$ cat src/rtl/uart_pkg.sv
// Shared UART definitions: one-hot transmit FSM encoding, frame-format codes
// and the baud timing helper.
package uart_pkg;

    typedef enum logic [4:0] {
        ST_IDLE   = 5'b00001,
        ST_START  = 5'b00010,
        ST_DATA   = 5'b00100,
        ST_PARITY = 5'b01000,
        ST_STOP   = 5'b10000
    } tx_state_e;

    localparam logic [1:0] PAR_NONE     = 2'd0;
    localparam logic [1:0] PAR_EVEN     = 2'd1;
    localparam logic [1:0] PAR_ODD      = 2'd2;
    localparam logic [1:0] PAR_NONE_ALT = 2'd3;

    // cfg_data_bits code 0..3 selects DBITS_MIN..DBITS_MIN+3 data bits
    localparam int unsigned DBITS_MIN = 5;

    function automatic int unsigned symbol_edge_time(input int unsigned clock_freq,
                                                     input int unsigned baud_rate);
        return clock_freq / baud_rate;
    endfunction

endpackage

$ cat src/rtl/uart_tx_fifo.sv
// Synchronous FIFO with occupancy count; pointers and count clear on reset,
// so queued contents are discarded. Shared by the UART transmit and receive paths.
module uart_tx_fifo #(
    parameter int unsigned DEPTH = 8,
    parameter int unsigned WIDTH = 8
) (
    input  logic                     clk,
    input  logic                     reset,
    input  logic                     push_i,
    input  logic [WIDTH-1:0]         wdata_i,
    input  logic                     pop_i,
    output logic [WIDTH-1:0]         rdata_o,
    output logic                     full_o,
    output logic                     empty_o,
    output logic [$clog2(DEPTH):0]   count_o
);
    localparam int unsigned AW = $clog2(DEPTH);

    logic [WIDTH-1:0] mem_q [DEPTH];
    logic [AW-1:0]    wr_ptr_q, rd_ptr_q;
    logic [AW:0]      count_q;
    logic             do_push, do_pop;

    assign full_o  = (count_q == (AW+1)'(DEPTH));
    assign empty_o = (count_q == '0);
    assign do_push = push_i && !full_o;
    assign do_pop  = pop_i && !empty_o;
    assign rdata_o = mem_q[rd_ptr_q];
    assign count_o = count_q;

    always_ff @(posedge clk) begin
        if (do_push) mem_q[wr_ptr_q] <= wdata_i;
    end

    always_ff @(posedge clk or posedge reset) begin
        if (reset) begin
            wr_ptr_q <= '0;
            rd_ptr_q <= '0;
            count_q  <= '0;
        end else begin
            if (do_push) wr_ptr_q <= wr_ptr_q + AW'(1);
            if (do_pop)  rd_ptr_q <= rd_ptr_q + AW'(1);
            case ({do_push, do_pop})
                2'b10:   count_q <= count_q + (AW+1)'(1);
                2'b01:   count_q <= count_q - (AW+1)'(1);
                default: count_q <= count_q;
            endcase
        end
    end

endmodule

$ cat src/rtl/uart_tx_framed.sv
// UART transmitter with runtime frame format (5-8 data bits, none/even/odd
// parity, 1/2 stop bits) fed from a byte FIFO; frames go out back-to-back.
module uart_tx_framed
    import uart_pkg::*;
#(
    parameter int unsigned CLOCK_FREQ = 125_000_000,
    parameter int unsigned BAUD_RATE  = 115_200,
    parameter int unsigned FIFO_DEPTH = 8
) (
    input  logic                          clk,
    input  logic                          reset,
    input  logic [7:0]                    data_in,
    input  logic                          data_in_valid,
    output logic                          data_in_ready,
    input  logic [1:0]                    cfg_data_bits,
    input  logic [1:0]                    cfg_parity,
    input  logic                          cfg_stop2,
    output logic [$clog2(FIFO_DEPTH):0]   fifo_count,
    output logic                          busy,
    output logic                          serial_out
);
    localparam int unsigned   SET      = symbol_edge_time(CLOCK_FREQ, BAUD_RATE);
    localparam int unsigned   CW       = (SET > 1) ? $clog2(SET) : 1;
    localparam logic [CW-1:0] CNT_LAST = CW'(SET - 1);

    tx_state_e     state_q, state_d;
    logic [CW-1:0] clk_cnt_q, clk_cnt_d;
    logic [2:0]    bit_cnt_q, bit_cnt_d, last_bit_q, last_bit_d;
    logic [7:0]    shreg_q, shreg_d;
    logic          par_en_q, par_en_d, par_bit_q, par_bit_d, stop2_q, stop2_d;
    logic          serial_q, serial_d;
    logic          fifo_pop, fifo_empty, fifo_full, load, wrap;
    logic [7:0]    fifo_rdata, data_mask;

    uart_tx_fifo #(.DEPTH(FIFO_DEPTH), .WIDTH(8)) u_fifo (
        .clk     (clk),
        .reset   (reset),
        .push_i  (data_in_valid && data_in_ready),
        .wdata_i (data_in),
        .pop_i   (fifo_pop),
        .rdata_o (fifo_rdata),
        .full_o  (fifo_full),
        .empty_o (fifo_empty),
        .count_o (fifo_count)
    );

    assign data_in_ready = !fifo_full;
    assign busy          = (state_q != ST_IDLE) || (fifo_count != '0);
    assign serial_out    = serial_q;
    assign wrap          = (clk_cnt_q == CNT_LAST);
    assign data_mask     = 8'hFF >> (2'd3 - cfg_data_bits);

    always_ff @(posedge clk or posedge reset) begin
        if (reset) begin
            state_q    <= ST_IDLE;
            clk_cnt_q  <= '0;
            bit_cnt_q  <= '0;
            last_bit_q <= '0;
            shreg_q    <= '0;
            par_en_q   <= 1'b0;
            par_bit_q  <= 1'b0;
            stop2_q    <= 1'b0;
            serial_q   <= 1'b1;
        end else begin
            state_q    <= state_d;
            clk_cnt_q  <= clk_cnt_d;
            bit_cnt_q  <= bit_cnt_d;
            last_bit_q <= last_bit_d;
            shreg_q    <= shreg_d;
            par_en_q   <= par_en_d;
            par_bit_q  <= par_bit_d;
            stop2_q    <= stop2_d;
            serial_q   <= serial_d;
        end
    end

    always_comb begin
        state_d    = state_q;
        clk_cnt_d  = clk_cnt_q;
        bit_cnt_d  = bit_cnt_q;
        last_bit_d = last_bit_q;
        shreg_d    = shreg_q;
        par_en_d   = par_en_q;
        par_bit_d  = par_bit_q;
        stop2_d    = stop2_q;
        load       = 1'b0;
        if (state_q != ST_IDLE) clk_cnt_d = wrap ? '0 : clk_cnt_q + CW'(1);
        case (state_q)
            ST_IDLE:   load = !fifo_empty;
            ST_START: if (wrap) begin
                state_d   = ST_DATA;
                bit_cnt_d = '0;
            end
            ST_DATA: if (wrap) begin
                shreg_d = shreg_q >> 1;
                if (bit_cnt_q == last_bit_q) begin
                    state_d   = par_en_q ? ST_PARITY : ST_STOP;
                    bit_cnt_d = '0;
                end else begin
                    bit_cnt_d = bit_cnt_q + 3'd1;
                end
            end
            ST_PARITY: if (wrap) begin
                state_d   = ST_STOP;
                bit_cnt_d = '0;
            end
            ST_STOP: if (wrap) begin
                if (stop2_q && bit_cnt_q == '0) bit_cnt_d = 3'd1;
                else if (!fifo_empty)            load      = 1'b1;
                else                             state_d   = ST_IDLE;
            end
            default: begin
                state_d   = ST_IDLE;
                clk_cnt_d = '0;
            end
        endcase
        // Frame format is captured here so cfg changes only affect the next frame
        if (load) begin
            state_d    = ST_START;
            clk_cnt_d  = '0;
            shreg_d    = fifo_rdata & data_mask;
            last_bit_d = 3'(DBITS_MIN - 1) + {1'b0, cfg_data_bits};
            par_en_d   = !(cfg_parity inside {PAR_NONE, PAR_NONE_ALT});
            par_bit_d  = (^(fifo_rdata & data_mask)) ^ (cfg_parity == PAR_ODD);
            stop2_d    = cfg_stop2;
        end
    end

    assign fifo_pop = load;

    always_comb begin
        serial_d = 1'b1;
        case (state_d)
            ST_START:  serial_d = 1'b0;
            ST_DATA:   serial_d = shreg_d[0];
            ST_PARITY: serial_d = par_bit_d;
            default:   serial_d = 1'b1;
        endcase
    end

endmodule

$ cat config.mk
export PLATFORM = sky130hd
export DESIGN_NAME = uart_tx_framed
export DESIGN_NICKNAME = d
export VERILOG_FILES = /design/src/rtl/uart_pkg.sv /design/src/rtl/uart_tx_fifo.sv /design/src/rtl/uart_tx_framed.sv
export SDC_FILE = /design/constraint.sdc
export NUM_CORES = 1
export LEC_CHECK = 0
export BUFFER_PORTS_ARGS = -buffer_cell sky130_fd_sc_hd__buf_4
export CELL_PAD_IN_SITES_DETAIL_PLACEMENT = 1
export CELL_PAD_IN_SITES_GLOBAL_PLACEMENT = 2
export CORE_ASPECT_RATIO = 2
export CORE_MARGIN = 5
export CORE_UTILIZATION = 40
export CTS_BUF_LIST = sky130_fd_sc_hd__clkbuf_16
export CTS_CLUSTER_DIAMETER = 80
export DETAILED_ROUTE_END_ITERATION = 10
export PLACE_DENSITY_LB_ADDON = 0.1
export RECOVER_POWER = 50
export SYNTH_ARGS = -nofsm -noshare
export SYNTH_HDL_FRONTEND = slang
export SYNTH_HIERARCHICAL = 1
export SYNTH_SLANG_ARGS = --single-unit
$ cat constraint.sdc
create_clock -name clk -period 2.8 [get_ports clk]
set_input_delay 0.56 -clock clk [delete_from_list [all_inputs] [get_ports clk]]
set_output_delay 0.56 -clock clk [all_outputs]
set_load 0.05 [all_outputs]
=== After elaboration in Yosys (flattened, before gate mapping) ===
Memory sizes are Yosys's and may differ from the RTL's.
Cells that the tools add are included.

* Bits in registers: 44
* RAM bits: 64
* Bits of input ports: 16
* Output and inout bits: 7
* Logic and storage cells: 100
* Memories: 1

{| class="wikitable"
|+ Memories
! name !! depth !! width !! read ports !! clocked after memory_dff !! write ports !! RTL line !! source
|-
| u_fifo.mem_q || 8 || 8 || 1 || 0 || 1 || uart_tx_fifo.sv:19 || <nowiki>logic [WIDTH-1:0] mem_q [DEPTH];</nowiki>
|}

* Add/subtract/negate cells: 8
* Eq/ne operators: 21
* Shift-type cells: 1
* Muxes and demuxes: 32
* Bitwise gates (word level): 2
* Reduce and logical (&&, ||, !) cells: 22

{| class="wikitable"
|+ Operator list
! operator !! number
|-
| $mux W5 || 9
|-
| $mux W11 || 4
|-
| $pmux W5 S5 || 1
|-
| $mux W8 || 3
|-
| $mux W3 || 5
|-
| $add A11 B1 Y11 const B || 1
|-
| $eq A11 B11 Y1 const B || 1
|-
| $eq A5 B2 Y1 const B || 2
|-
| $eq A5 B3 Y1 const B || 2
|-
| $eq A5 B4 Y1 const B || 2
|-
| $add A3 B1 Y3 const B || 3
|-
| $pmux W3 S3 || 1
|-
| $and A8 B8 Y8 || 1
|-
| $pmux W4 S2 || 1
|-
| $reduce_bool A2 Y1 || 4
|-
| $reduce_xor A8 Y1 || 1
|-
| $shr A8 B2 Y8 const A || 1
|-
| $eq A2 B2 Y1 const B || 3
|-
| $mux W1 || 6
|-
| $ne A2 B2 Y1 const B || 3
|-
| $eq A5 B1 Y1 const B || 1
|-
| $eq A5 B5 Y1 const B || 1
|-
| $ne A5 B1 Y1 const B || 1
|-
| $reduce_and A5 Y1 || 1
|-
| other kinds (23) || 28
|}

=== Depth between registers and ports, before layout ===
Gate-level depths: netlist of the first run.

* Depth after elaboration: 8
* Depth in mapped cells: 14
* Depth with buffers taken out: 14

=== Modules after synthesis ===
Netlist of the first run, hierarchy kept.

{| class="wikitable"
|+ Modules (own cells, without submodules)
! module !! times used !! cells an instance !! area an instance (um2)
|-
| uart_tx_fifo || 1 || 161 || 3135.5
|-
| uart_tx_framed || 1 || 201 || 2059.5
|}

=== Worst setup path after synthesis of the first run ===
Ideal clock, no wire load.

* Kind: flip-flop to flip-flop
* From: register u_fifo.count_q[0], in the netlist u_fifo/count_o[0]
* To: register u_fifo.count_q[3], in the netlist u_fifo/count_o[3]
* Library setup time: 0.134 ns
* Data arrival time: 3.088 ns
* Slack: -0.422 ns
* Stages on the path, launching flop included: 13
* Cell sequence: dfrtp_1 > nor4_1 > clkbuf_8 > inv_1 > nand2_4 > inv_4 > o41ai_2 > inv_1 > ha_1 > ha_1 > or4b_2 > o311ai_0 > o211ai_1

* Cells in the longest elaborated chain, start to end: 8
* Elaborated cells on any way between the ends: 17

{| class="wikitable"
|+ RTL lines
! item !! RTL line !! source
|-
| start, declared || uart_tx_fifo.sv:21 || <nowiki>logic [AW:0] count_q;</nowiki>
|-
| start signal, assigned || uart_tx_fifo.sv:44 || <nowiki>2'b10: count_q <= count_q + (AW+1)'(1);</nowiki>
|-
| start signal, assigned || uart_tx_fifo.sv:45 || <nowiki>2'b01: count_q <= count_q - (AW+1)'(1);</nowiki>
|-
| start signal, assigned || uart_tx_fifo.sv:46 || <nowiki>default: count_q <= count_q;</nowiki>
|-
| $logic_not A4 Y1 (*) || uart_tx_fifo.sv:25 || <nowiki>assign empty_o = (count_q == '0);</nowiki>
|-
| via fifo_empty || uart_tx_framed.sv:32 || <nowiki>logic fifo_pop, fifo_empty, fifo_full, load, wrap;</nowiki>
|-
| $mux W1 || uart_tx_framed.sv:109 || <nowiki>else if (!fifo_empty) load = 1'b1;</nowiki>
|-
| $mux W1 || uart_tx_framed.sv:108 || <nowiki>if (stop2_q && bit_cnt_q == '0) bit_cnt_d = 3'd1;</nowiki>
|-
| $mux W1 || uart_tx_framed.sv:107 || <nowiki>ST_STOP: if (wrap) begin</nowiki>
|-
| $pmux W1 S2 (*) || uart_tx_framed.sv:88 || <nowiki>case (state_q)</nowiki>
|-
| via fifo_pop || uart_tx_framed.sv:32 ||
|-
| $logic_and A1 B1 Y1 (*) || uart_tx_fifo.sv:27 || <nowiki>assign do_pop = pop_i && !empty_o;</nowiki>
|-
| via u_fifo.do_pop || uart_tx_fifo.sv:22 || <nowiki>logic do_push, do_pop;</nowiki>
|-
| $eq A2 B1 Y1 / $eq A2 B2 Y1 (equally long branches) || uart_tx_fifo.sv:43 || <nowiki>case ({do_push, do_pop})</nowiki>
|-
| $pmux W4 S2 / $reduce_bool A2 Y1 (equally long branches) || -- ||
|}

Mark *: on every way through the listed nets, which the timed path passes. The rest lies on a longest branch.
A chain may end at the register's enable or synchronous reset.

=== Final worst setup path of the first run ===
* From: register clk_cnt_q[7]
* To: register u_fifo.count_q[3], in the netlist u_fifo/count_o[3]

* Cells in the longest elaborated chain, start to end: 6
* Elaborated cells on any way between the ends: 8

{| class="wikitable"
|+ RTL lines
! item !! RTL line !! source
|-
| start, declared || uart_tx_framed.sv:27 || <nowiki>logic [CW-1:0] clk_cnt_q, clk_cnt_d;</nowiki>
|-
| start signal, assigned || uart_tx_framed.sv:66 || <nowiki>clk_cnt_q <= clk_cnt_d;</nowiki>
|-
| $eq A11 B11 Y1 (*) || uart_tx_framed.sv:50 || <nowiki>assign wrap = (clk_cnt_q == CNT_LAST);</nowiki>
|-
| $mux W1 (*) || uart_tx_framed.sv:107 ||
|-
| $pmux W1 S2 (*) || uart_tx_framed.sv:88 ||
|-
| via fifo_pop || uart_tx_framed.sv:32 ||
|-
| $logic_and A1 B1 Y1 (*) || uart_tx_fifo.sv:27 ||
|-
| via u_fifo.do_pop || uart_tx_fifo.sv:22 ||
|-
| $eq A2 B1 Y1 / $eq A2 B2 Y1 (equally long branches) || uart_tx_fifo.sv:43 ||
|-
| $pmux W4 S2 / $reduce_bool A2 Y1 (equally long branches) || -- ||
|}

Marked as above.

==> results.rst, run 1 <==
.. list-table::
   :header-rows: 1

   * - Metric
     - Value
   * - Fin Clk Skew
     - 0.0131 ns
   * - Share of synthesized area occupied by flip-flops and latches
     - 58.2%
   * - Syn_area_per_cell
     - ~14 um2
   * - Setup crit end kind
     - register
   * - Count of pins on the block boundary
     - 23
   * - Routed len/inst
     - between 15 and 20 um
   * - Register bit count reported by yosys
     - 108
   * - Filler cells
     - 1314
   * - Share of final-layout standard cells stronger than drive strength 1
     - 28.8%
   * - Number of levels the H-tree was split into
     - 3
   * - Initial DRT Pass Iterations
     - 4
   * - Post-Route Setup TNS
     - 0 ns
   * - Cell types with the largest area share after synthesis
     - sky130_fd_sc_hd__edfxtp_1, sky130_fd_sc_hd__dfrtp_1, sky130_fd_sc_hd__mux4_1
   * - Number of antenna violations at the first check in global routing
     - 0
   * - Highest net fanout along the worst path
     - 6
   * - Num CTS Buffers
     - 9
   * - Min Clock Period, post-route
     - 2.75 ns
   * - Wire length of the first global-routing pass
     - 18600 um
   * - Pwr/cell area
     - 686 nW/um2
   * - Initial cell density of the core
     - between 40% and 50%
   * - Endpoint required time on the critical path
     - 3.03 ns
   * - Post-synthesis share of cell area spent on full adders, half adders and majority gates
     - approximately 2.8%
   * - Area share of the leading cell type in the synthesized netlist
     - between 30% and 40%
   * - Total number of clock tree sinks
     - 108
   * - Setup repair after global routing missed its margin
     - yes
   * - GR Overflow Total
     - 0
   * - CTS tree
     - built
   * - Synthesized netlist net count
     - 389
   * - Worst Hold Class
     - in2async
   * - Detail Placement HPWL
     - 8870 um
   * - Maximum Capacitance Violations
     - 1
   * - Number of enable flip-flop cells after synthesis
     - 64
   * - Synth Area in Simple Gates
     - approximately an eighth
   * - Yosys warnings
     - 6
   * - Count of standard-cell rows
     - 59
   * - Clock-pin slew on the worst setup and hold paths
     - about 0.08 ns
   * - Signed area change from the synthesized netlist to the final layout
     - 17.8%
   * - Post-Synth XOR/XNOR Area
     - 4.55%
   * - Aggregate routed wire length
     - 11600 um
   * - Routability Congestion
     - about 0.77
   * - Net count reported at finish
     - 449
   * - Worst supply voltage drop on vdd
     - 0.406 mV
   * - Cell Area, Synth
     - 5190 um2
   * - Number of buffers added on ports
     - 22
   * - Leakage Power
     - 2.35 nW
   * - Data arrival time of the critical path
     - 2.98 ns
   * - Clock Path Buffers
     - 2
   * - Post-detailed-route DRC marker count
     - 0
   * - Clk root buf
     - sky130_fd_sc_hd__clkbuf_16
   * - Compound-gate portion of the synthesized area
     - 6.70%
   * - Core area
     - 12900 um2
   * - Hold_buf cts
     - 0
   * - Category of the critical setup timing path
     - reg2reg
   * - Dpl cells
     - between 500 and 600
   * - Final critical-path share of the clock period
     - between 90% and 100%
   * - Dominant combinational cell family by area after synthesis
     - simple AND/OR/NAND/NOR gates
   * - Commonest non-fill, non-tap cell in the layout
     - sky130_fd_sc_hd__edfxtp_1
   * - Post-synthesis async set-or-reset flop share
     - 40.7%
   * - Non-filler instance count after layout
     - 579
   * - Number of global-route vias before repair
     - 3494
   * - Die X
     - 90.6 um
   * - Cell type contributing the most total cell area after synthesis
     - sky130_fd_sc_hd__edfxtp_1
   * - Slew at the pin closest to its max-slew limit
     - 1.93 ns
   * - Gr usage total
     - about 16%
   * - Maximum number of pins on one net before global-route repair
     - 35
   * - Outcome
     - finished with violations
   * - DRT antenna net count
     - 0
   * - Critical path launch point type
     - register
   * - Initial drt markers
     - 72
   * - Post-Synthesis Cells
     - 362
   * - Multiplexer share of the synthesized area
     - 11.5%
   * - Commonest cells after routing, fill and taps aside
     - sky130_fd_sc_hd__edfxtp_1, sky130_fd_sc_hd__buf_4, sky130_fd_sc_hd__dfrtp_1, sky130_fd_sc_hd__nor2_1
   * - Max-slew headroom
     - -28.5%
   * - Clock latency reported for the late side of the worst-skew pair
     - 0.35 ns
   * - Main synth FF type
     - sky130_fd_sc_hd__edfxtp_1
   * - Final Total Pwr
     - 4.20 mW
   * - Hold violation total from the final report
     - 0
   * - Overall die area
     - 15500 um2
   * - Number of max-slew violations in the final report
     - 35
   * - Vias post-DR
     - 3148
   * - Violations in the final reports
     - max-capacitance violations, max-slew violations
   * - Vertical die dimension
     - between 150 and 200 um
   * - Maximum clock rate
     - 0.364 GHz
   * - Number of setup violations in the final report
     - 0
   * - Number of distinct library cells after synthesis
     - 70
   * - Final antenna diode count
     - 0
   * - Via density per instance
     - 5.44
[area by class of cell]
cell class	instances	area (um2)	share of cell area, %
clock inverters	7	78.8	1.29
multi-input cells	223	2080	33.9
inverters	16	65.1	1.06
flip-flops and latches	108	3030	49.6
repair buffers	64	452	7.38
clock buffers	9	225	3.68
well taps	152	190	3.11
[per-stage QoR]
step	hold WS, ns	util (%)	setup slack, ns	area, um2
global placement	0.473	44.4	0.0922	5740
floorplan	0.400	-	0.0673	5270
finish	0.225	47.4	0.0503	6120
CTS	0.244	46.8	0.0108	6050
detailed placement	0.482	44.4	-0.00227	5740
global route	0.257	47.4	-0.0479	6120
[per-layer routing]
| metal | global-route usage [%] | vias to the layer above | routed length [um] |
|---|---|---|---|
| met4 | 6.09 | 0 | 234 |
| met5 | 0 | - | 0 |
| met1 | 15.9 | 1610 | 4220 |
| met3 | 1.98 | 13 | 157 |
| li1 | - | 1501 | - |
| met2 | 31.6 | 24 | 6940 |
[logic make-up (layout without fill, tap and decap cells)]
family / count (synthesis) / count (layout)
AO/OA/AOI/OAI: 45 / 45
XOR/XNOR: 27 / 27
adder cells (fa/ha/maj): 11 / 11
buffers and inverters: 31 / 96
flip-flops: 108 / 108
multiplexers: 32 / 32
AND/OR/NAND/NOR: 108 / 108
[synth_stat cells (4+ instances only)]
cell,number
sky130_fd_sc_hd__mux2_2,10
sky130_fd_sc_hd__ha_1,10
sky130_fd_sc_hd__dfrtp_1,42
sky130_fd_sc_hd__and3_1,4
sky130_fd_sc_hd__mux4_1,16
sky130_fd_sc_hd__o21ai_0,12
sky130_fd_sc_hd__nand3_1,10
sky130_fd_sc_hd__nand4_1,10
sky130_fd_sc_hd__xnor2_1,14
sky130_fd_sc_hd__and3_2,5
sky130_fd_sc_hd__nand2_1,16
sky130_fd_sc_hd__nor3_1,7
sky130_fd_sc_hd__inv_1,15
sky130_fd_sc_hd__a21oi_1,6
sky130_fd_sc_hd__mux2_1,4
sky130_fd_sc_hd__a221o_1,6
sky130_fd_sc_hd__nor2_1,22
sky130_fd_sc_hd__xor2_1,13
sky130_fd_sc_hd__edfxtp_1,64
sky130_fd_sc_hd__nand2b_1,4
[where the power goes]
part,switching [mW],internal [mW],total (mW)
clock,0.647,0.647,1.29
combinational,0.492,0.351,0.843
sequential,0.153,1.91,2.06
[what timing repair did]
item / CTS / global route
pin swaps: 1 / 8
endpoints found under the hold margin: 0 / 0
buffers inserted: 1 / 9
resized for setup: 0 / 9
setup endpoints to repair: 1 / 1
[flip-flops by register name, summed over array words and instances (netlist names)]
name and cells:
u_fifo/mem_q 64, clk_cnt_q 11, shreg_q 8, state_q 5, u_fifo/count_o 4, bit_cnt_q 3
last_bit_q 3, u_fifo/rd_ptr_q 3, u_fifo/wr_ptr_q 3, par_bit_q 1, par_en_q 1, serial_out 1
stop2_q 1
[critical path, stage by stage, from the launching register on]
cell and delay (ns):
sky130_fd_sc_hd__dfrtp_2 0.44, sky130_fd_sc_hd__nor4b_4 0.32, sky130_fd_sc_hd__and4b_4 0.30, sky130_fd_sc_hd__a21o_4 0.14
sky130_fd_sc_hd__nand2_4 0.06, sky130_fd_sc_hd__inv_6 0.06, sky130_fd_sc_hd__o41ai_4 0.08, sky130_fd_sc_hd__inv_2 0.10
sky130_fd_sc_hd__ha_4 0.19, sky130_fd_sc_hd__ha_4 0.23, sky130_fd_sc_hd__or4b_4 0.53, sky130_fd_sc_hd__o311ai_4 0.09
sky130_fd_sc_hd__o211ai_1 0.11
[worst paths after layout]
kind / start / endpoint / slack (ns) / cells past startpoint
max: clk_cnt_q[7]$_DFFE_PP0P_ / u_fifo/count_o[3]$_DFFE_PP0P_ / 0.05 / 12
min: reset / u_fifo/wr_ptr_q[2]$_DFFE_PP0P_ / 0.23 / 2
max reg2reg: clk_cnt_q[7]$_DFFE_PP0P_ / u_fifo/count_o[3]$_DFFE_PP0P_ / 0.05 / 12
min reg2reg: last_bit_q[2]$_DFFE_PP0N_ / last_bit_q[2]$_DFFE_PP0N_ / 0.49 / 1
max in group asynchronous: reset / clk_cnt_q[7]$_DFFE_PP0P_ / 0.64 / 3
min in group clk: cfg_stop2 / stop2_q$_DFFE_PP0N_ / 0.43 / 2
(Power assumes the default switching activity.)
==> inputs of run 2 (changes only) <==
--- a/config.mk
+++ b/config.mk
@@ -9,7 +9,7 @@
 export CELL_PAD_IN_SITES_DETAIL_PLACEMENT = 1
 export CELL_PAD_IN_SITES_GLOBAL_PLACEMENT = 2
 export CORE_ASPECT_RATIO = 2
-export CORE_MARGIN = 5
+export CORE_MARGIN = 1.5
 export CORE_UTILIZATION = 40
 export CTS_BUF_LIST = sky130_fd_sc_hd__clkbuf_16
 export CTS_CLUSTER_DIAMETER = 80
==> results.rst, run 2 (synthesized netlist as in run 1, its figures left out) <==
.. list-table::
   :header-rows: 1

   * - Metric
     - Value
   * - Min Clock Period, post-route
     - 2.69 ns (was 2.75 ns)
   * - Biggest regs
     - u_fifo/mem_q (64), clk_cnt_q (11), shreg_q (8) (unchanged)
   * - Max-slew headroom
     - -28.3% (was -28.5%)
   * - Number of global-route vias before repair
     - 3478 (was 3494)
   * - Leakage Power
     - 2.30 nW (was 2.35 nW)
   * - Cell internal pwr
     - 2.89 mW (was 2.91 mW)
   * - Final antenna diode count
     - 0 (unchanged)
   * - Commonest non-fill, non-tap cell in the layout
     - sky130_fd_sc_hd__edfxtp_1 (unchanged)
   * - Core Util, Final
     - 47.6% (was 47.4%)
   * - Slew at the pin closest to its max-slew limit
     - 1.93 ns (about the same)
   * - Number of setup violations in the final report
     - 0 (unchanged)
   * - Share of final-layout standard cells stronger than drive strength 1
     - 26.1% (was 28.8%)
   * - Wire length of the first global-routing pass
     - 18600 um (about the same)
   * - Outcome
     - finished with violations (unchanged)
   * - Sw frac
     - 30.8% (was 30.7%)
   * - Number of buffers added on ports
     - 22 (unchanged)
   * - Num CTS Buffers
     - 9 (unchanged)
   * - Initial drt markers
     - 110 (was 72)
   * - Hold_ws
     - 0.214 ns (was 0.225 ns)
   * - Clock latency reported for the late side of the worst-skew pair
     - 0.35 ns (about the same)
   * - Maximum number of pins on one net before global-route repair
     - 35 (unchanged)
   * - Critical path launch point type
     - register (unchanged)
   * - Signed area change from the synthesized netlist to the final layout
     - 15.8% (was 17.8%)
   * - Number of levels the H-tree was split into
     - 3 (unchanged)
   * - Power share of the combinational group
     - 19.7% (was 20.1%)
   * - Worst supply voltage drop on vdd
     - 0.550 mV (was 0.406 mV)
   * - Vertical die dimension
     - 164 um (was 171 um)
   * - Clock-pin slew on the worst setup and hold paths
     - 0.08 ns (about the same)
   * - Worst r2r src
     - clk_cnt_q[7]$_DFFE_PP0P_ (unchanged)
   * - Number of antenna violations at the first check in global routing
     - 0 (unchanged)
   * - Gr usage total
     - 18.2% (was 15.7%)
   * - Hold_buf cts
     - 0 (unchanged)
   * - Overall die area
     - 13700 um2 (was 15500 um2)
   * - Data arrival time of the critical path
     - 2.92 ns (was 2.98 ns)
   * - Least setup slack across all paths after layout
     - 0.115 ns (was 0.0503 ns)
   * - Crit. Startpoint
     - clk_cnt_q[7]$_DFFE_PP0P_ (unchanged)
   * - Core area
     - 12600 um2 (was 12900 um2)
   * - Fin Clk Skew
     - 0.00713 ns (was 0.0131 ns)
   * - Maximum clock rate
     - 0.372 GHz (was 0.364 GHz)
   * - Aggregate routed wire length
     - 11600 um (about the same)
   * - Initial DRT Pass Iterations
     - 6 (was 4)
   * - Die X
     - 83.6 um (was 90.6 um)
   * - Initial cell density of the core
     - 41.1% (was 40.2%)
   * - Final critical-path share of the clock period
     - 95.9% (was 98.2%)
   * - Routability Congestion
     - 0.752 (was 0.767)
   * - Detail Placement HPWL
     - 8610 um (was 8870 um)
   * - Clock group share of total power
     - 31.0% (was 30.8%)
   * - Via density per instance
     - 5.47 (was 5.44)
   * - DRT antenna net count
     - 0 (unchanged)
   * - Hold violation total from the final report
     - 0 (unchanged)
   * - Pwr/cell area
     - 693 nW/um2 (was 686 nW/um2)
   * - Highest net fanout along the worst path
     - 5 (was 6)
   * - Setup crit end kind
     - register (unchanged)
   * - Vias post-DR
     - 3101 (was 3148)
   * - Worst Hold Class
     - in2async (unchanged)
   * - Number of max-slew violations in the final report
     - 35 (unchanged)
   * - CTS tree
     - built (unchanged)
   * - Endpoint required time on the critical path
     - 3.03 ns (about the same)
   * - Worst setup slack after placement
     - -0.0192 ns (was -0.00227 ns)
   * - Violations in the final reports
     - max-capacitance violations, max-slew violations (unchanged)
   * - Post-detailed-route DRC marker count
     - 0 (unchanged)
   * - Count of pins on the block boundary
     - 23 (unchanged)
   * - Setup repair after global routing missed its margin
     - no (was yes)
   * - Routed len/inst
     - 20.4 um (was 19.9 um)
   * - Flip-flop count of the largest register after layout
     - 64 (unchanged)
   * - Total number of clock tree sinks
     - 108 (unchanged)
   * - Commonest cells after routing, fill and taps aside
     - sky130_fd_sc_hd__edfxtp_1, sky130_fd_sc_hd__buf_4, sky130_fd_sc_hd__dfrtp_1, sky130_fd_sc_hd__nor2_1 (unchanged)
   * - NetSw
     - 1.28 mW (was 1.29 mW)
   * - Maximum Capacitance Violations
     - 1 (unchanged)
   * - Clock Path Buffers
     - 2 (unchanged)
   * - GR Overflow Total
     - 0 (unchanged)
   * - Count of standard-cell rows
     - 58 (was 59)
   * - Category of the critical setup timing path
     - reg2reg (unchanged)
   * - Clk root buf
     - sky130_fd_sc_hd__clkbuf_16 (unchanged)
   * - Net count reported at finish
     - 439 (was 449)
   * - Top reg by flops
     - u_fifo/mem_q (unchanged)
   * - Part of the total power dissipated in sequential elements
     - 49.3% (was 49.2%)
-- run 2: what timing repair did --
item	CTS	global route
resized for setup	0	3
setup endpoints to repair	1	1
setup buffers	1	6
pin swaps	1	4
-- run 2: layout make-up --
cell class,count,area [um2]
fill,1289,6610
inverter,16,65.1
clock buffer,9,225
sequential,108,3030
multi-input combinational,223,2050
tap,150,188
timing repair buffer,54,377
clock inverter,7,81.3
-- run 2: final timing paths --
| path | to | slack, ns | cells past startpoint |
|---|---|---|---|
| max | u_fifo/count_o[3]$_DFFE_PP0P_ | 0.11 | 12 |
| min | u_fifo/count_o[2]$_DFFE_PP0P_ | 0.21 | 2 |
| max reg2reg | u_fifo/count_o[3]$_DFFE_PP0P_ | 0.11 | 12 |
| min reg2reg | last_bit_q[2]$_DFFE_PP0N_ | 0.50 | 1 |
| max in group asynchronous | clk_cnt_q[6]$_DFFE_PP0P_ | 0.64 | 3 |
| min in group clk | stop2_q$_DFFE_PP0N_ | 0.44 | 2 |
-- run 2: critical path, cell delays in order (launching register included) --
cell	delay, ns
sky130_fd_sc_hd__dfrtp_1	0.44
sky130_fd_sc_hd__nor4b_4	0.31
sky130_fd_sc_hd__and4b_4	0.30
sky130_fd_sc_hd__a21o_4	0.13
sky130_fd_sc_hd__nand2_4	0.06
sky130_fd_sc_hd__inv_6	0.06
sky130_fd_sc_hd__o41ai_4	0.08
sky130_fd_sc_hd__inv_2	0.09
sky130_fd_sc_hd__ha_4	0.17
sky130_fd_sc_hd__ha_4	0.22
sky130_fd_sc_hd__or4b_4	0.47
sky130_fd_sc_hd__o311ai_1	0.10
sky130_fd_sc_hd__o211ai_1	0.12
-- run 2: power groups by stage --
| stage | clock, mW | combinational, mW | sequential (mW) |
|---|---|---|---|
| floorplan | 0 | 0.447 | 2.16 |
| global placement | 0 | 0.814 | 2.08 |
| detailed placement | 0 | 0.833 | 2.09 |
| CTS | 1.34 | 0.838 | 2.06 |
| finish | 1.29 | 0.821 | 2.06 |
| global route | 1.38 | 0.906 | 2.09 |
-- run 2: layer usage --
layer	GRT usage, %	share of wire [%]
met1	18.2	37
met3	3.22	1.8
met4	5.51	1.4
met5	0	0
met2	37.1	60
-- run 2: per-stage QoR --
| step | TNS [ns] | power [mW] | instance area (um2) | std cells |
|---|---|---|---|---|
| after detailed placement | -0.0192 | 2.93 | 5680 | 544 |
| after CTS | 0 | 4.24 | 5990 | 561 |
| after global placement | 0 | 2.90 | 5680 | 544 |
| after global routing | 0 | 4.38 | 6020 | 567 |
| final | 0 | 4.17 | 6020 | 567 |
| after floorplan | 0 | 2.61 | 5270 | 362 |
==> inputs of run 3 (changes only) <==
--- a/config.mk
+++ b/config.mk
@@ -8,13 +8,13 @@
 export BUFFER_PORTS_ARGS = -buffer_cell sky130_fd_sc_hd__buf_4
 export CELL_PAD_IN_SITES_DETAIL_PLACEMENT = 1
 export CELL_PAD_IN_SITES_GLOBAL_PLACEMENT = 2
-export CORE_ASPECT_RATIO = 2
+export CORE_ASPECT_RATIO = 1.5
 export CORE_MARGIN = 1.5
 export CORE_UTILIZATION = 40
 export CTS_BUF_LIST = sky130_fd_sc_hd__clkbuf_16
 export CTS_CLUSTER_DIAMETER = 80
 export DETAILED_ROUTE_END_ITERATION = 10
-export PLACE_DENSITY_LB_ADDON = 0.1
+export PLACE_DENSITY = 0.78
 export RECOVER_POWER = 50
 export SYNTH_ARGS = -nofsm -noshare
 export SYNTH_HDL_FRONTEND = slang
==> results.rst, run 3 (synthesized netlist as in run 1, its figures left out) <==
.. list-table::
   :header-rows: 1

   * - Metric
     - Value
   * - Initial DRT Pass Iterations
     - 4 (was 6)
   * - Maximum Capacitance Violations
     - 1 (unchanged)
   * - Routed len/inst
     - 20.0 um (was 20.4 um)
   * - Dpl cells
     - 551 (was 544)
   * - Part of the total power dissipated in sequential elements
     - 48.7% (was 49.3%)
   * - Sw frac
     - 30.7% (was 30.8%)
   * - Detail Placement HPWL
     - 7980 um (was 8610 um)
   * - Data arrival time of the critical path
     - 3.03 ns (was 2.92 ns)
   * - Top reg by flops
     - u_fifo/mem_q (unchanged)
   * - DRT antenna net count
     - 0 (unchanged)
   * - Commonest non-fill, non-tap cell in the layout
     - sky130_fd_sc_hd__edfxtp_1 (unchanged)
   * - Gr usage total
     - 18.1% (was 18.2%)
   * - Vias post-DR
     - 3120 (was 3101)
   * - Highest net fanout along the worst path
     - 7 (was 5)
   * - Hold violation total from the final report
     - 0 (unchanged)
   * - Final antenna diode count
     - 0 (unchanged)
   * - Share of final-layout standard cells stronger than drive strength 1
     - 27.2% (was 26.1%)
   * - Violations in the final reports
     - max-capacitance violations, max-slew violations, negative setup slack (was max-capacitance violations, max-slew violations)
   * - Number of global-route vias before repair
     - 3456 (was 3478)
   * - Pwr/cell area
     - 693 nW/um2 (about the same)
   * - Initial drt markers
     - 92 (was 110)
   * - Slack of the worst reg-to-reg path
     - -0.007 ns (was 0.11 ns)
   * - Clock latency reported for the late side of the worst-skew pair
     - 0.35 ns (about the same)
   * - Setup repair after global routing missed its margin
     - yes (was no)
   * - Die X
     - 96.1 um (was 83.6 um)
   * - Worst supply voltage drop on vdd
     - 0.447 mV (was 0.550 mV)
   * - R2r worst-path depth
     - 12 (unchanged)
   * - Setup crit end kind
     - register (unchanged)
   * - Signed area change from the synthesized netlist to the final layout
     - 16.9% (was 15.8%)
   * - Wire length of the first global-routing pass
     - 18000 um (was 18600 um)
   * - Routability Congestion
     - 0.799 (was 0.752)
   * - Cell internal pwr
     - 2.91 mW (was 2.89 mW)
   * - Maximum number of pins on one net before global-route repair
     - 35 (unchanged)
   * - Overall die area
     - 13700 um2 (about the same)
   * - Biggest regs
     - u_fifo/mem_q (64), clk_cnt_q (11), shreg_q (8) (unchanged)
   * - Post-Route Setup TNS
     - -0.00669 ns (was 0 ns)
   * - Maximum clock rate
     - 0.356 GHz (was 0.372 GHz)
   * - Endpoint required time on the critical path
     - 3.02 ns (was 3.03 ns)
   * - Clk root buf
     - sky130_fd_sc_hd__clkbuf_16 (unchanged)
   * - Final critical-path share of the clock period
     - 100% (was 95.9%)
   * - Power share of the combinational group
     - 21.1% (was 19.7%)
   * - Hold_buf cts
     - 0 (unchanged)
   * - CTS tree
     - built (unchanged)
   * - Commonest cells after routing, fill and taps aside
     - sky130_fd_sc_hd__edfxtp_1, sky130_fd_sc_hd__buf_4, sky130_fd_sc_hd__dfrtp_1, sky130_fd_sc_hd__nor2_1 (unchanged)
   * - Core area
     - 12600 um2 (about the same)
   * - Clock group share of total power
     - 30.3% (was 31.0%)
   * - Category of the critical setup timing path
     - reg2reg (unchanged)
   * - Number of buffers added on ports
     - 22 (unchanged)
   * - Initial cell density of the core
     - 41.3% (was 41.1%)
   * - GR Overflow Total
     - 0 (unchanged)
   * - Slew at the pin closest to its max-slew limit
     - 1.93 ns (about the same)
   * - Leakage Power
     - 2.32 nW (was 2.30 nW)
   * - Core Util, Final
     - 48.3% (was 47.6%)
   * - Clock-pin slew on the worst setup and hold paths
     - 0.08 ns (about the same)
   * - Outcome
     - finished with violations (unchanged)
   * - Non-filler instance count after layout
     - 575 (was 567)
   * - Least setup slack across all paths after layout
     - -0.00669 ns (was 0.115 ns)
   * - Net count reported at finish
     - 441 (was 439)
   * - Worst r2r src
     - clk_cnt_q[6]$_DFFE_PP0P_ (was clk_cnt_q[7]$_DFFE_PP0P_)
   * - Max-slew headroom
     - -28.9% (was -28.3%)
   * - Vertical die dimension
     - 143 um (was 164 um)
   * - Num CTS Buffers
     - 9 (unchanged)
   * - Post-detailed-route DRC marker count
     - 0 (unchanged)
   * - Clock Path Buffers
     - 2 (unchanged)
   * - Reg2reg end
     - u_fifo/count_o[3]$_DFFE_PP0P_ (unchanged)
   * - Number of setup violations in the final report
     - 1 (was 0)
   * - Count of standard-cell rows
     - 50 (was 58)
   * - Worst Hold Class
     - in2async (unchanged)
   * - Critical path launch point type
     - register (unchanged)
   * - Min Clock Period, post-route
     - 2.81 ns (was 2.69 ns)
   * - Flip-flop count of the largest register after layout
     - 64 (unchanged)
   * - Total number of clock tree sinks
     - 108 (unchanged)
   * - Via density per instance
     - 5.43 (was 5.47)
   * - Number of max-slew violations in the final report
     - 35 (unchanged)
   * - Number of levels the H-tree was split into
     - 3 (unchanged)
   * - Fin Clk Skew
     - 0.00915 ns (was 0.00713 ns)
   * - Count of pins on the block boundary
     - 23 (unchanged)
   * - Aggregate routed wire length
     - 11500 um (was 11600 um)
   * - Number of antenna violations at the first check in global routing
     - 0 (unchanged)
   * - NetSw
     - 1.29 mW (was 1.28 mW)
run 3: changes by cell type in the layout (fill, tap and decap cells not counted):
cell,change
sky130_fd_sc_hd__buf_12,+1
sky130_fd_sc_hd__buf_4,+2
sky130_fd_sc_hd__clkbuf_1,-1
sky130_fd_sc_hd__clkinv_4,+1
sky130_fd_sc_hd__clkinv_8,+1
sky130_fd_sc_hd__inv_1,-1
sky130_fd_sc_hd__inv_12,-1
sky130_fd_sc_hd__inv_2,+1
sky130_fd_sc_hd__inv_6,-1
sky130_fd_sc_hd__o311ai_1,-1
sky130_fd_sc_hd__o311ai_4,+1
run 3: through the flow:
step                      worst slack, ns  area (um2)  hold slack (ns)  total power [mW]
after detailed placement         -0.00322        5700            0.477              2.95
after global routing              -0.0953        6070            0.248              4.41
after global placement              0.119        5700            0.482              2.90
after floorplan                    0.0673        5270            0.400              2.61
after CTS                         0.00551        6020            0.215              4.24
final                            -0.00669        6070            0.218              4.21
run 3: power groups by stage:
stage / Clock (mW) / Sequential (mW) / Combinational (mW)
4_1_cts: 1.32 / 2.04 / 0.882
5_1_grt: 1.38 / 2.07 / 0.958
2_1_floorplan: 0 / 2.16 / 0.447
3_5_place_dp: 0 / 2.08 / 0.867
3_3_place_gp: 0 / 2.06 / 0.834
6_report: 1.27 / 2.05 / 0.886
run 3: worst max path at each step:
stage / slack [ns] / to / start / depth (start not counted)
after floorplan: 0.07 / u_fifo/count_o[3]$_DFFE_PP0P_ / bit_cnt_q[0]$_DFFE_PP0P_ / 14
after global placement: 0.12 / u_fifo/count_o[3]$_DFFE_PP0P_ / clk_cnt_q[8]$_DFFE_PP0P_ / 12
after detailed placement: -0.003 / u_fifo/count_o[3]$_DFFE_PP0P_ / bit_cnt_q[0]$_DFFE_PP0P_ / 14
after CTS: 0.006 / u_fifo/count_o[3]$_DFFE_PP0P_ / bit_cnt_q[0]$_DFFE_PP0P_ / 14
after global routing: -0.1 / u_fifo/count_o[3]$_DFFE_PP0P_ / bit_cnt_q[1]$_DFFE_PP0P_ / 14
final: -0.007 / u_fifo/count_o[3]$_DFFE_PP0P_ / clk_cnt_q[6]$_DFFE_PP0P_ / 12
run 3: metal layers:
metal	part of all wire, %	up-vias	track usage [%]
met4	1.9	0	6.11
met3	2.1	16	3.69
met2	58	31	35.1
li1	-	1488	-
met1	38	1585	18.6
met5	0	-	0
run 3: repair_timing:
action	in CTS	in global routing
gates resized for setup	2	4
endpoints found under the setup margin	1	1
pin swaps	2	9
buffers inserted	2	6
run 3: layout make-up:
cell class / count / area [um2]
Clock buffer: 9 / 225
Clock inverter: 7 / 81.3
Fill cell: 1252 / 6500
Inverter: 16 / 65.1
Multi-Input combinational cell: 223 / 2060
Sequential cell: 108 / 3030
Tap cell: 156 / 195
Timing Repair Buffer: 56 / 408
run 3: worst max-delay path, stage by stage (launching register included):
cell and delay (ns):
sky130_fd_sc_hd__dfrtp_2 0.45, sky130_fd_sc_hd__nor4b_4 0.32, sky130_fd_sc_hd__and4b_4 0.29, sky130_fd_sc_hd__a21o_4 0.13
sky130_fd_sc_hd__nand2_4 0.05, sky130_fd_sc_hd__inv_6 0.06, sky130_fd_sc_hd__o41ai_4 0.08, sky130_fd_sc_hd__inv_2 0.09
sky130_fd_sc_hd__ha_4 0.19, sky130_fd_sc_hd__ha_4 0.22, sky130_fd_sc_hd__or4b_4 0.55, sky130_fd_sc_hd__o311ai_4 0.10
sky130_fd_sc_hd__o211ai_1 0.14
